File: config.mk
export PLATFORM = sky130hd
export DESIGN_NAME = contador_ctrl
export DESIGN_NICKNAME = d
export VERILOG_FILES = /design/src/rtl/contador_ctrl_pkg.sv /design/src/rtl/contador_cmd_fifo.sv /design/src/rtl/contador_ctrl.sv
export SDC_FILE = /design/constraint.sdc
export NUM_CORES = 1
export LEC_CHECK = 0
export BUFFER_PORTS_ARGS = -buffer_cell sky130_fd_sc_hd__buf_2
export CAP_MARGIN = 20
export CORE_UTILIZATION = 63
export DETAILED_ROUTE_END_ITERATION = 8
export HOLD_SLACK_MARGIN = 0.1
export PLACE_DENSITY = 0.84
export SYNTH_ARGS = -nofsm -noshare
export SYNTH_HDL_FRONTEND = slang
export SYNTH_SLANG_ARGS = --single-unit
File: constraint.sdc
create_clock -name clk -period 4.9 [get_ports clk]
set_input_delay 0 -clock clk [delete_from_list [all_inputs] [get_ports clk]]
set_output_delay 0 -clock clk [all_outputs]
set_load 0.05 [all_outputs]
File: src/rtl/contador_ctrl_pkg.sv
// rtl/contador_ctrl_pkg.sv - counter mode codes and sequencer state encodings shared with contador
package contador_ctrl_pkg;

    localparam logic [1:0] COUNT_UP     = 2'b00;
    localparam logic [1:0] COUNT_DOWN   = 2'b01;
    localparam logic [1:0] COUNT_3_DOWN = 2'b10;
    localparam logic [1:0] CHARGE       = 2'b11;

    localparam logic [1:0] ST_IDLE = 2'b00;
    localparam logic [1:0] ST_LOAD = 2'b01;
    localparam logic [1:0] ST_RUN  = 2'b10;
    localparam logic [1:0] ST_DONE = 2'b11;

endpackage

File: src/rtl/contador_cmd_fifo.sv
// rtl/contador_cmd_fifo.sv - synchronous command FIFO with full/empty flags and flush
module contador_cmd_fifo #(
    parameter int DEPTH = 4,
    parameter int DW    = 50
) (
    input  logic          clk,
    input  logic          RESET,
    input  logic          flush,
    input  logic          push,
    input  logic [DW-1:0] push_data,
    input  logic          pop,
    output logic [DW-1:0] pop_data,
    output logic          full,
    output logic          empty
);
    localparam int AW = $clog2(DEPTH);

    logic [DW-1:0] mem [DEPTH];
    logic [AW:0]   wr_ptr;
    logic [AW:0]   rd_ptr;
    logic          do_push;
    logic          do_pop;

    // Extra pointer bit separates full from empty when the indices match.
    assign empty    = (wr_ptr == rd_ptr);
    assign full     = (wr_ptr[AW] != rd_ptr[AW]) && (wr_ptr[AW-1:0] == rd_ptr[AW-1:0]);
    assign pop_data = mem[rd_ptr[AW-1:0]];
    assign do_push  = push && !full && !flush;
    assign do_pop   = pop && !empty && !flush;

    always_ff @(posedge clk or negedge RESET) begin
        if (!RESET) begin
            wr_ptr <= '0;
            rd_ptr <= '0;
        end else if (flush) begin
            wr_ptr <= '0;
            rd_ptr <= '0;
        end else begin
            if (do_push) wr_ptr <= wr_ptr + (AW+1)'(1);
            if (do_pop)  rd_ptr <= rd_ptr + (AW+1)'(1);
        end
    end

    always_ff @(posedge clk) begin
        if (do_push) mem[wr_ptr[AW-1:0]] <= push_data;
    end

endmodule

File: src/rtl/contador_ctrl.sv
// rtl/contador_ctrl.sv - command sequencer driving contador; optional ABORT/ABORTED with CONTADOR_CTRL_ABORT_EN
module contador_ctrl
    import contador_ctrl_pkg::*;
#(
    parameter int WIDTH = 32,
    parameter int DEPTH = 4,
    parameter int LEN_W = 16
) (
    input  logic             clk,
    input  logic             RESET,
    input  logic             CMD_VALID,
    output logic             CMD_READY,
    input  logic [1:0]       CMD_MODE,
    input  logic [WIDTH-1:0] CMD_DATA,
    input  logic [LEN_W-1:0] CMD_LEN,
`ifdef CONTADOR_CTRL_ABORT_EN
    input  logic             ABORT,
    output logic             ABORTED,
`endif
    input  logic             CNT_RCO,
    output logic             CNT_ENABLE,
    output logic [1:0]       CNT_MODO,
    output logic [WIDTH-1:0] CNT_D,
    output logic             BUSY,
    output logic             DONE,
    output logic [7:0]       RCO_CNT
);
    localparam int CW = 2 + WIDTH + LEN_W;

    logic [1:0]       state;
    logic [1:0]       state_nxt;
    logic             ready_en;
    logic             full;
    logic             empty;
    logic             push;
    logic             pop;
    logic             abort_now;
    logic [CW-1:0]    head;
    logic [1:0]       cmd_mode;
    logic [WIDTH-1:0] cmd_data;
    logic [LEN_W-1:0] remaining;
    logic [7:0]       rco_cnt;

`ifdef CONTADOR_CTRL_ABORT_EN
    logic aborted;
    assign abort_now = ABORT;
    assign ABORTED   = aborted;
`else
    assign abort_now = 1'b0;
`endif

    // ready_en holds CMD_READY low until the first edge after reset release.
    assign CMD_READY = ready_en && !full;
    assign push      = CMD_VALID && CMD_READY;
    assign pop       = ((state == ST_IDLE) || (state == ST_DONE)) && !empty && !abort_now;

    contador_cmd_fifo #(
        .DEPTH (DEPTH),
        .DW    (CW)
    ) u_fifo (
        .clk       (clk),
        .RESET     (RESET),
        .flush     (abort_now),
        .push      (push),
        .push_data ({CMD_MODE, CMD_DATA, CMD_LEN}),
        .pop       (pop),
        .pop_data  (head),
        .full      (full),
        .empty     (empty)
    );

    always_comb begin
        state_nxt = state;
        case (state)
            ST_IDLE: if (pop) state_nxt = ST_LOAD;
            ST_LOAD: begin
                if (abort_now || (cmd_mode == CHARGE) || (remaining == '0)) state_nxt = ST_DONE;
                else                                                         state_nxt = ST_RUN;
            end
            ST_RUN:  if (abort_now || (remaining == LEN_W'(1))) state_nxt = ST_DONE;
            ST_DONE: state_nxt = pop ? ST_LOAD : ST_IDLE;
            default: state_nxt = ST_IDLE;
        endcase
    end

    always_ff @(posedge clk or negedge RESET) begin
        if (!RESET) begin
            state     <= ST_IDLE;
            ready_en  <= 1'b0;
            cmd_mode  <= '0;
            cmd_data  <= '0;
            remaining <= '0;
            rco_cnt   <= '0;
        end else begin
            state    <= state_nxt;
            ready_en <= 1'b1;
            // remaining is loaded straight from the run length and counted down in RUN
            if (pop) begin
                {cmd_mode, cmd_data, remaining} <= head;
            end else if (state == ST_RUN) begin
                remaining <= remaining - LEN_W'(1);
            end
            if (pop) begin
                rco_cnt <= '0;
            end else if ((state == ST_RUN) && CNT_RCO && (rco_cnt != 8'hFF)) begin
                rco_cnt <= rco_cnt + 8'd1;
            end
        end
    end

`ifdef CONTADOR_CTRL_ABORT_EN
    always_ff @(posedge clk or negedge RESET) begin
        if (!RESET) aborted <= 1'b0;
        else        aborted <= abort_now && ((state == ST_LOAD) || (state == ST_RUN));
    end
`endif

    assign CNT_ENABLE = (state == ST_LOAD) || (state == ST_RUN);
    assign CNT_MODO   = (state == ST_RUN) ? cmd_mode : CHARGE;
    assign CNT_D      = CNT_ENABLE ? cmd_data : '0;
    assign BUSY       = (state != ST_IDLE);
    assign DONE       = (state == ST_DONE);
    assign RCO_CNT    = rco_cnt;

endmodule

==> results.toml, run 1 <==
[status]
status = "completed"

[sta]
worst_pin_slew_ns = 0.997
fin_setup_tns_ns = 0
fin_crit_sh = 0.555
final-setup-viol-count = 0
post-route-min-period_ns = 2.72
hold_viol = 0
max_freq_mhz = 368
maxSlewHeadroom = 0.336
slew_viol_final = 0
rsz0062_at_grt = "false"
skew_ns = 0.00834

[clock_network]
clk_path_buf_depth = 3
cts-root-buf = "clkbuf_16"
cts_hold_buffers = 53
ctsResizeCount = 0
cts_setup_buffers = 0
numCtsBuffers = 26
clk_pin_slew_ns = 0.07
cts.htree.levels = 1
clock-sinks = 267
clk_latency_ns = 0.52
tritoncts = "done"

[floorplanning]
initial_utilization = 0.641
dieWidth_um = 132
ioPinCount = 100
rows = 47
die_area_um2 = 17300
fp.dieH_um = 132
core_um2 = 16500

[route]
wl_per_cell_um = 22.1
ant_nets = 0
dr.pass1.iters = 4
routed_wl_mm = 21.5
drt_iter0_markers = 424
vias_per_cell = 5.97
vias = 5788
drc = 0

[finish]
fin_nets = 796
layout-drive-gt1-share = 0.332
diodes = 0
finalCoreUtilization = 0.773
syn2layout_area_growth_pct = 20.6

[global_routing]
use_met2 = 0.432
track_usage = 0.257
grt_pass1_wl_mm = 33.9
grt_use_met3 = 0.0374
grt_use_met1 = 0.349
antenna_found_initial = 0
grt_remaining_overflow = 0
grt_max_degree = 68
grt_pass1_vias = 6031
grt_busiest_layer = "met2"

[synthesis]
synth_edf_count = 200
syn_inst = 566
ys_ff_latch = 267
syn_avg_cell_area_um2 = 18.7
syn_nets = 632
synth.distinct_cells = 47
yosysWarningCount = 0
yosysTopAreaCellShare = 0.567
netlist_area_um2 = 10600
yosys.area.top_type = "edfxtp_1"
synth.area.top_cells = "edfxtp_1 (57%), dfrtp_1 (16%), mux4_2 (11%)"
synth_common_cells = "edfxtp_1 (200), dfrtp_1 (67), mux4_2 (50)"
yosysSeqAreaShare = 0.725
synth.most_common_cell = "edfxtp_1"
synthArstFlopShare = 0.251
synthFlopType = "edfxtp_1"

[place]
dpl.hpwl_mm = 11.9
io_buffers = 99
gp_congestion = 0.842

[min_path]
min_path_type = "input pin to asynchronous set/reset pin"

[worst_setup_path]
crit_path_start_kind = "flop"
required_ns = 5.05
crit_type = "flop to flop"
path_max_fanout = 33
worstSetupEndpointType = "flop"
worstPathArrival_ns = 2.87

[pwr]
ir_worst_vdd_v = 0.000496
power_density_nw_per_um2 = 700
power_leakage_nw = 4.70

[job]
drv_cap = 0
## cells by family (layout without fill, tap and decap cells)
family,count (synthesis),count (layout),share of synthesized area
other,1,1,0.000354
adders and majority gates,12,12,0.0142
xor gates and xnor gates,25,25,0.0207
muxes,89,89,0.147
and+or+nand+nor,104,104,0.0576
DFF,267,267,0.725
AOI/OAI and AO/OA,34,34,0.0207
buffers and inverters,34,218,0.0141
## worst paths after layout
check                                              from  slack, ns                      endpoint  depth (start not counted)
hold / removal                                    RESET       0.17        RCO_CNT[7]$_DFFE_PN0P_                          2
max in group asynchronous                         RESET       4.01  u_fifo.rd_ptr[0]$_DFFE_PN0P_                          2
setup / recovery           u_fifo.wr_ptr[0]$_DFFE_PN0P_       2.18   u_fifo.mem[3][37]$_DFFE_PP_                          4
hold reg to reg                cmd_data[29]$_DFFE_PN0N_       0.51      cmd_data[29]$_DFFE_PN0N_                          1
setup reg to reg           u_fifo.wr_ptr[0]$_DFFE_PN0P_       2.18   u_fifo.mem[3][37]$_DFFE_PP_                          4
min in group clk                           CMD_DATA[10]       0.23   u_fifo.mem[3][26]$_DFFE_PP_                          2
## layer usage
layer / up-vias / share of wire
met2: 234 / 0.51
met1: 2970 / 0.41
met3: 54 / 0.054
li1: 2530 / -
met4: 0 / 0.028
met5: - / 0
## report_power, final
part           internal [W]  switching (W)  total, W
clock network       0.00128       0.000819   0.00210
registers           0.00295       0.000272   0.00322
logic               0.00137        0.00226   0.00362
## placed cells by master (no fill, tap or decap), drive strengths merged, types with 2 or more instances in the layout
cell type | synthesis | layout
mux2 | 37 | 37
nor4 | 3 | 3
ha | 12 | 12
clkinv | 0 | 6
a31oi | 3 | 3
dfrtp | 67 | 67
nand3 | 4 | 4
xnor2 | 10 | 10
and2 | 32 | 32
nor2 | 10 | 10
clkbuf | 13 | 36
nand4b | 3 | 3
mux2i | 2 | 2
xor2 | 15 | 15
o21ai | 16 | 16
or4 | 2 | 2
clkinvlp | 0 | 2
nand2 | 26 | 26
or4b | 3 | 3
nor4b | 2 | 2
bufinv | 0 | 4
nand2b | 2 | 2
o2111ai | 2 | 2
nand4 | 6 | 6
nor3 | 4 | 4
inv | 10 | 10
o31ai | 2 | 2
a21oi | 3 | 3
buf | 11 | 107
dlygate4sd3 | 0 | 53
and3 | 5 | 5
mux4 | 50 | 50
edfxtp | 200 | 200
## state kept, by name, indices dropped and copies added, names as in the netlist
register and flops:
u_fifo.mem 200, cmd_data 32, remaining 16, RCO_CNT 8, u_fifo.rd_ptr 3, u_fifo.wr_ptr 3, cmd_mode 2, state 2
ready_en 1
## worst max-delay path, stage by stage (launching register included)
cell     delay, ns
dfrtp_1       0.46
xnor2_1       0.24
a31oi_1       0.49
and3_2        0.60
buf_4         0.51
## area by class of cell
cell class                      count  area, um^2
Inverter                           10        37.5
Tap cell                          220         275
Multi-Input combinational cell    265        2780
Clock buffer                       36         751
Clock inverter                     12         163
Sequential cell                   267        7690
Timing Repair Buffer              160        1090
Fill cell                         847        3740
## per-stage QoR
step	setup WS [ns]	instances	area (um^2)	total power (W)	hold slack, ns
2_1_floorplan	1.35	566	10600	0.00600	-0.296
3_3_place_gp	2.40	869	11300	0.00667	0.173
4_1_cts	2.18	970	12800	0.00896	0.197
5_1_grt	2.08	970	12800	0.00932	0.227
3_5_place_dp	2.23	869	11300	0.00681	0.202
6_report	2.18	970	12800	0.00894	0.165
(Power assumes the default switching activity.)
==> inputs of run 2 (changes only) <==
--- a/config.mk
+++ b/config.mk
@@ -7,10 +7,10 @@
 export LEC_CHECK = 0
 export BUFFER_PORTS_ARGS = -buffer_cell sky130_fd_sc_hd__buf_2
 export CAP_MARGIN = 20
-export CORE_UTILIZATION = 63
+export CORE_UTILIZATION = 59
 export DETAILED_ROUTE_END_ITERATION = 8
 export HOLD_SLACK_MARGIN = 0.1
-export PLACE_DENSITY = 0.84
+export PLACE_DENSITY = 0.79
 export SYNTH_ARGS = -nofsm -noshare
 export SYNTH_HDL_FRONTEND = slang
 export SYNTH_SLANG_ARGS = --single-unit
==> constraint.sdc (replaced) <==
create_clock -name clk -period 2.55 [get_ports clk]
set_input_delay 0 -clock clk [delete_from_list [all_inputs] [get_ports clk]]
set_output_delay 0 -clock clk [all_outputs]
set_load 0.05 [all_outputs]
==> run 2 against run 1 <==
  * Sequential share of layout area is 0.40 points lower
  * Final cell count is 1.4% higher
  * Flip-flop and latch count stayed put
  * Critical path depth is 2 higher
  * First-iteration DRC count is 19% lower
  * Clock-buffer cell count is 3 higher
  * Sequential power is 91% higher
  * Clock skew hardly changed
  * Utilization is 3.5 points lower
  * Critical path type unchanged
==> results.toml, run 2 (same netlist as run 1, synthesis figures left out) <==
[clock_network]
clock-sinks = 267
cts-root-buf = "clkbuf_16"
clk_path_buf_depth = 3
numCtsBuffers = 27
cts_setup_buffers = 0
clk_latency_ns = 0.52
cts.htree.levels = 1
clk_pin_slew_ns = 0.06
tritoncts = "done"

[status]
status = "completed"

[sta]
hold_viol = 0
fin_crit_sh = 0.888
fin_setup_tns_ns = 0
max_freq_mhz = 442
slew_viol_final = 0
post-route-min-period_ns = 2.26
rsz0062_at_grt = "false"
maxSlewHeadroom = 0.385
worst_pin_slew_ns = 0.922
final-setup-viol-count = 0
skew_ns = 0.00812

[global_routing]
track_usage = 0.233
grt_busiest_layer = "met2"
use_met2 = 0.398
grt_pass1_wl_mm = 32.6
grt_use_met3 = 0.0388
grt_max_degree = 68
antenna_found_initial = 0
grt_pass1_vias = 6244
grt_use_met1 = 0.310
grt_remaining_overflow = 0

[worst_setup_path]
worstSetupEndpointType = "flop"
worstPathArrival_ns = 2.71
rrSetupSlack_ns = 0.29
r2r_end = "RCO_CNT[7]$_DFFE_PN0P_"
required_ns = 2.99
crit_type = "flop to flop"
path_max_fanout = 15
rr_startpoint = "state[0]$_DFFE_PN0P_"
crit_path_start_kind = "flop"
ff2ff_path_depth = 6

[finish]
fin_nets = 806
syn2layout_area_growth_pct = 21.4
final_common_cell = "edfxtp_1"
regArea_um2 = 7690
layout_common_cells = "edfxtp_1 (200), buf_2 (98), dfrtp_1 (65)"
finalCoreUtilization = 0.739
final_area_um2 = 12900
largest_register_ffs = 200
diodes = 0
fillCellCount = 1041
layout-drive-gt1-share = 0.336
multi_input_area_um2 = 2790

[route]
drc = 0
dr.pass1.iters = 5
routed_wl_mm = 20.3
drt_iter0_markers = 345
wl_per_cell_um = 20.6
ant_nets = 0
vias = 5774
vias_per_cell = 5.87

[floorplanning]
rows = 48
fp.dieH_um = 136
ioPinCount = 100
initial_utilization = 0.608
dieWidth_um = 136
die_area_um2 = 18500
core_um2 = 17400

[place]
dpl.hpwl_mm = 11.9
gp_congestion = 0.857
io_buffers = 99
dpl_cell_area_um2 = 11500

[min_path]
min_path_type = "input pin to asynchronous set/reset pin"

[job]
drv_cap = 0

[pwr]
ir_worst_vdd_v = 0.00109
power_density_nw_per_um2 = 1330
power_leakage_nw = 4.73
[run 2: worst max path at each step]
stage | from | endpoint | cells past startpoint
CTS | state[0]$_DFFE_PN0P_ | CNT_D[3] | 5
floorplan | u_fifo.rd_ptr[0]$_DFFE_PN0P_ | u_fifo.mem[0][0]$_DFFE_PP_ | 4
finish | state[0]$_DFFE_PN0P_ | RCO_CNT[7]$_DFFE_PN0P_ | 6
detailed placement | state[0]$_DFFE_PN0P_ | RCO_CNT[7]$_DFFE_PN0P_ | 6
global placement | state[0]$_DFFE_PN0P_ | RCO_CNT[7]$_DFFE_PN0P_ | 6
global route | state[0]$_DFFE_PN0P_ | RCO_CNT[7]$_DFFE_PN0P_ | 6
[run 2: critical path, cell delays in order, from the launching register on]
cell and delay, ns:
dfrtp_1 0.42, inv_1 0.10, ha_1 0.46, nand2_1 0.21, nor2_1 0.22, or4b_2 0.61
a21oi_1 0.18
[run 2: what timing repair did]
item                                    in CTS  in global routing
resized for setup                            0                  0
endpoints found under the setup margin       0                  0
hold endpoints to repair                   288                  0
hold buffers                                53                  0
[run 2: power breakdown]
group          internal, W  total (W)  switching (W)  leakage (nW)
registers          0.00566    0.00616       0.000494          2.62
logic              0.00283    0.00721        0.00438          1.70
clock network      0.00218    0.00371        0.00152         0.407
total               0.0107     0.0171        0.00640          4.73
[run 2: metrics by stage]
stage	hold WS [ns]	power (W)	setup WS, ns	cells
after floorplan	-0.296	0.0115	-0.0480	566
after detailed placement	0.195	0.0134	0.333	883
after global routing	0.239	0.0179	0.102	984
after global placement	0.196	0.0132	0.421	883
final	0.148	0.0171	0.286	984
after CTS	0.189	0.0172	0.302	984
[run 2: per-layer routing]
metal  vias to the layer above  part of all wire
met3                        41             0.060
met2                       205              0.51
li1                       2557                 -
met5                         -                 0
met1                      2971              0.41
met4                         0             0.022
[run 2: cell type report]
type / count / area share
Clock buffer: 39 / 0.0568
Clock inverter: 9 / 0.00758
Inverter: 10 / 0.00292
Multi-Input combinational cell: 265 / 0.217
Sequential cell: 267 / 0.597
Tap cell: 225 / 0.0219
Timing Repair Buffer: 169 / 0.0967
==> inputs of run 3 (changes only) <==
--- a/config.mk
+++ b/config.mk
@@ -11,6 +11,7 @@
 export DETAILED_ROUTE_END_ITERATION = 8
 export HOLD_SLACK_MARGIN = 0.1
 export PLACE_DENSITY = 0.79
+export REMOVE_ABC_BUFFERS = 1
 export SYNTH_ARGS = -nofsm -noshare
 export SYNTH_HDL_FRONTEND = slang
 export SYNTH_SLANG_ARGS = --single-unit
==> run 3 against run 2 <==
  * Global-route usage increased by 2.7 points
  * Final cell count down 0.10%
  * Worst hold slack better by 0.079 ns
  * Clock-buffer cell count decreased by 9
  * Sequential share of layout area down 0.49 points
  * Utilization rose by 0.61 points
  * Critical path type unchanged
==> results.toml, run 3 (same netlist as run 1, synthesis figures left out) <==
[global_routing]
grt_max_degree = 73
grt_remaining_overflow = 0
track_usage = 0.260
antenna_found_initial = 0
grt_pass1_vias = 6240
grt_pass1_wl_mm = 35.5

[min_path]
min_path_type = "input pin to flop"
hp-start = "CMD_DATA[10]"

[worst_setup_path]
worstPathArrival_ns = 2.74
required_ns = 2.76
path_max_fanout = 34
crit_type = "flop to flop"
r2r_end = "u_fifo.mem[0][2]$_DFFE_PP_"
slowest_delay_ns = 0.65
crit_path_top_delay_cell = "and3_2"
rr_startpoint = "u_fifo.rd_ptr[0]$_DFFE_PN0P_"
crit_chain = "xnor2_1 > a31oi_1 > and3_2 > buf_12"
worstSetupEndpoint = "u_fifo.mem[0][2]$_DFFE_PP_"
cp.depth = 4
worstSetupEndpointType = "flop"
critPathTopFamily = "simple AND/OR/NAND/NOR gates"
crit_path_start_kind = "flop"
rrSetupSlack_ns = 0.02
crit_start = "u_fifo.rd_ptr[0]$_DFFE_PN0P_"
path_buf_inv = 1
ff2ff_path_depth = 4

[finish]
syn2layout_area_growth_pct = 22.4
final_common_cell = "edfxtp_1"
final_area_um2 = 13000
fillCellCount = 998
layout-drive-gt1-share = 0.340
diodes = 0
layout_common_cells = "edfxtp_1 (200), buf_2 (98), dfrtp_1 (65)"
largest_register_ffs = 200
fin_nets = 804

[pwr]
clock_power_share = 0.237
comb_power_share = 0.411
ir_worst_vdd_v = 0.00143
seqPwrFrac = 0.352
power_leakage_nw = 4.78
switching_power_w = 0.00659
internal_power_w = 0.0110
power_density_nw_per_um2 = 1360
netSwitchingFraction = 0.374

[sta]
maxSlewHeadroom = 0.506
skew_ns = 0.00782
worst_pin_slew_ns = 0.741
slew_viol_final = 0
hold_viol = 0
max_freq_mhz = 395
layout_setup_ws_ns = 0.0213
whs_ns = 0.227
post-route-min-period_ns = 2.53
rsz0062_at_grt = "true"
final-setup-viol-count = 0
fin_crit_sh = 0.992

[floorplanning]
initial_utilization = 0.608
fp.dieH_um = 136
ioPinCount = 100
rows = 48
die_area_um2 = 18500
core_um2 = 17400
dieWidth_um = 136

[place]
dp_slack_ns = 0.188
io_buffers = 99
gp_congestion = 0.844
dpl.hpwl_mm = 12.5
dpl_cell_area_um2 = 11500

[status]
status = "completed"

[clock_network]
clk_latency_ns = 0.52
clk_pin_slew_ns = 0.06
numCtsBuffers = 26
clock-sinks = 267
clk_path_buf_depth = 3
cts-root-buf = "clkbuf_16"
cts.htree.levels = 1
ctsResizeCount = 0
cts_setup_buffers = 0
tritoncts = "done"

[route]
drt_iter0_markers = 437
routed_wl_mm = 22.9
vias = 5877
wl_per_cell_um = 23.3
ant_nets = 0
vias_per_cell = 5.98
drc = 0
dr.pass1.iters = 5

[job]
drv_cap = 0
==> run 3: changes by cell type in the layout (fill, tap and decap cells not counted), sizes merged <==
cell | before | now
buf | 116 | 114
bufinv | 2 | 6
clkbuf | 39 | 30
clkinv | 6 | 10
clkinvlp | 0 | 2
dlygate4sd3 | 53 | 54
inv | 11 | 10
==> run 3: layout make-up <==
| class | count | area [um^2] | share of cell area |
|---|---|---|---|
| Inverter | 10 | 37.5 | 0.00289 |
| Clock buffer | 30 | 707 | 0.0545 |
| Sequential cell | 267 | 7690 | 0.593 |
| Timing Repair Buffer | 168 | 1240 | 0.0955 |
| Tap cell | 225 | 282 | 0.0217 |
| Multi-Input combinational cell | 265 | 2780 | 0.214 |
| Clock inverter | 18 | 243 | 0.0187 |
==> run 3: timing repair <==
action                     in CTS  in global routing
setup endpoints to repair       0                102
hold buffers                   55                  0
hold endpoints to repair      275                  0
==> run 3: worst reg2reg max path: stages (launching register included) <==
cell and delay, ns:
dfrtp_4 0.49, xnor2_1 0.22, a31oi_1 0.52, and3_2 0.65
buf_12 0.31
==> run 3: worst min-delay path by stage <==
stage	endpoint	slack (ns)	depth (start not counted)
after floorplan	RCO_CNT[0]$_DFFE_PN0P_	-0.30	0
after global placement	remaining[11]$_DFFE_PN0P_	-0.01	1
after detailed placement	remaining[11]$_DFFE_PN0P_	-0.001	1
after CTS	u_fifo.mem[2][26]$_DFFE_PP_	0.21	2
after global routing	u_fifo.mem[2][22]$_DFFE_PP_	0.23	2
final	u_fifo.mem[3][26]$_DFFE_PP_	0.23	2
==> run 3: per-layer routing <==
metal  track usage  up-vias  part of all wire
met5             0        -                 0
met4        0.0802        0             0.020
met3        0.0369       41             0.058
met2         0.435      245              0.52
met1         0.359     3039              0.40
li1              -     2552                 -
==> run 3: power groups by stage <==
stage                     Sequential (W)  Combinational, W  Clock, W
after global placement           0.00616           0.00693         0
after global routing             0.00627           0.00774   0.00437
after CTS                        0.00619           0.00731   0.00422
after floorplan                  0.00637           0.00480         0
final                            0.00620           0.00724   0.00417
after detailed placement         0.00625           0.00707         0
==> run 3: stage by stage <==
| step | setup TNS (ns) | util | instances | total power, W |
|---|---|---|---|---|
| after floorplan | -721.18 | - | 542 | 0.0112 |
| after CTS | 0 | 0.745 | 983 | 0.0177 |
| after detailed placement | 0 | 0.658 | 880 | 0.0133 |
| final | 0 | 0.745 | 983 | 0.0176 |
| after global placement | 0 | 0.658 | 880 | 0.0131 |
| after global routing | -3.42 | 0.745 | 983 | 0.0184 |
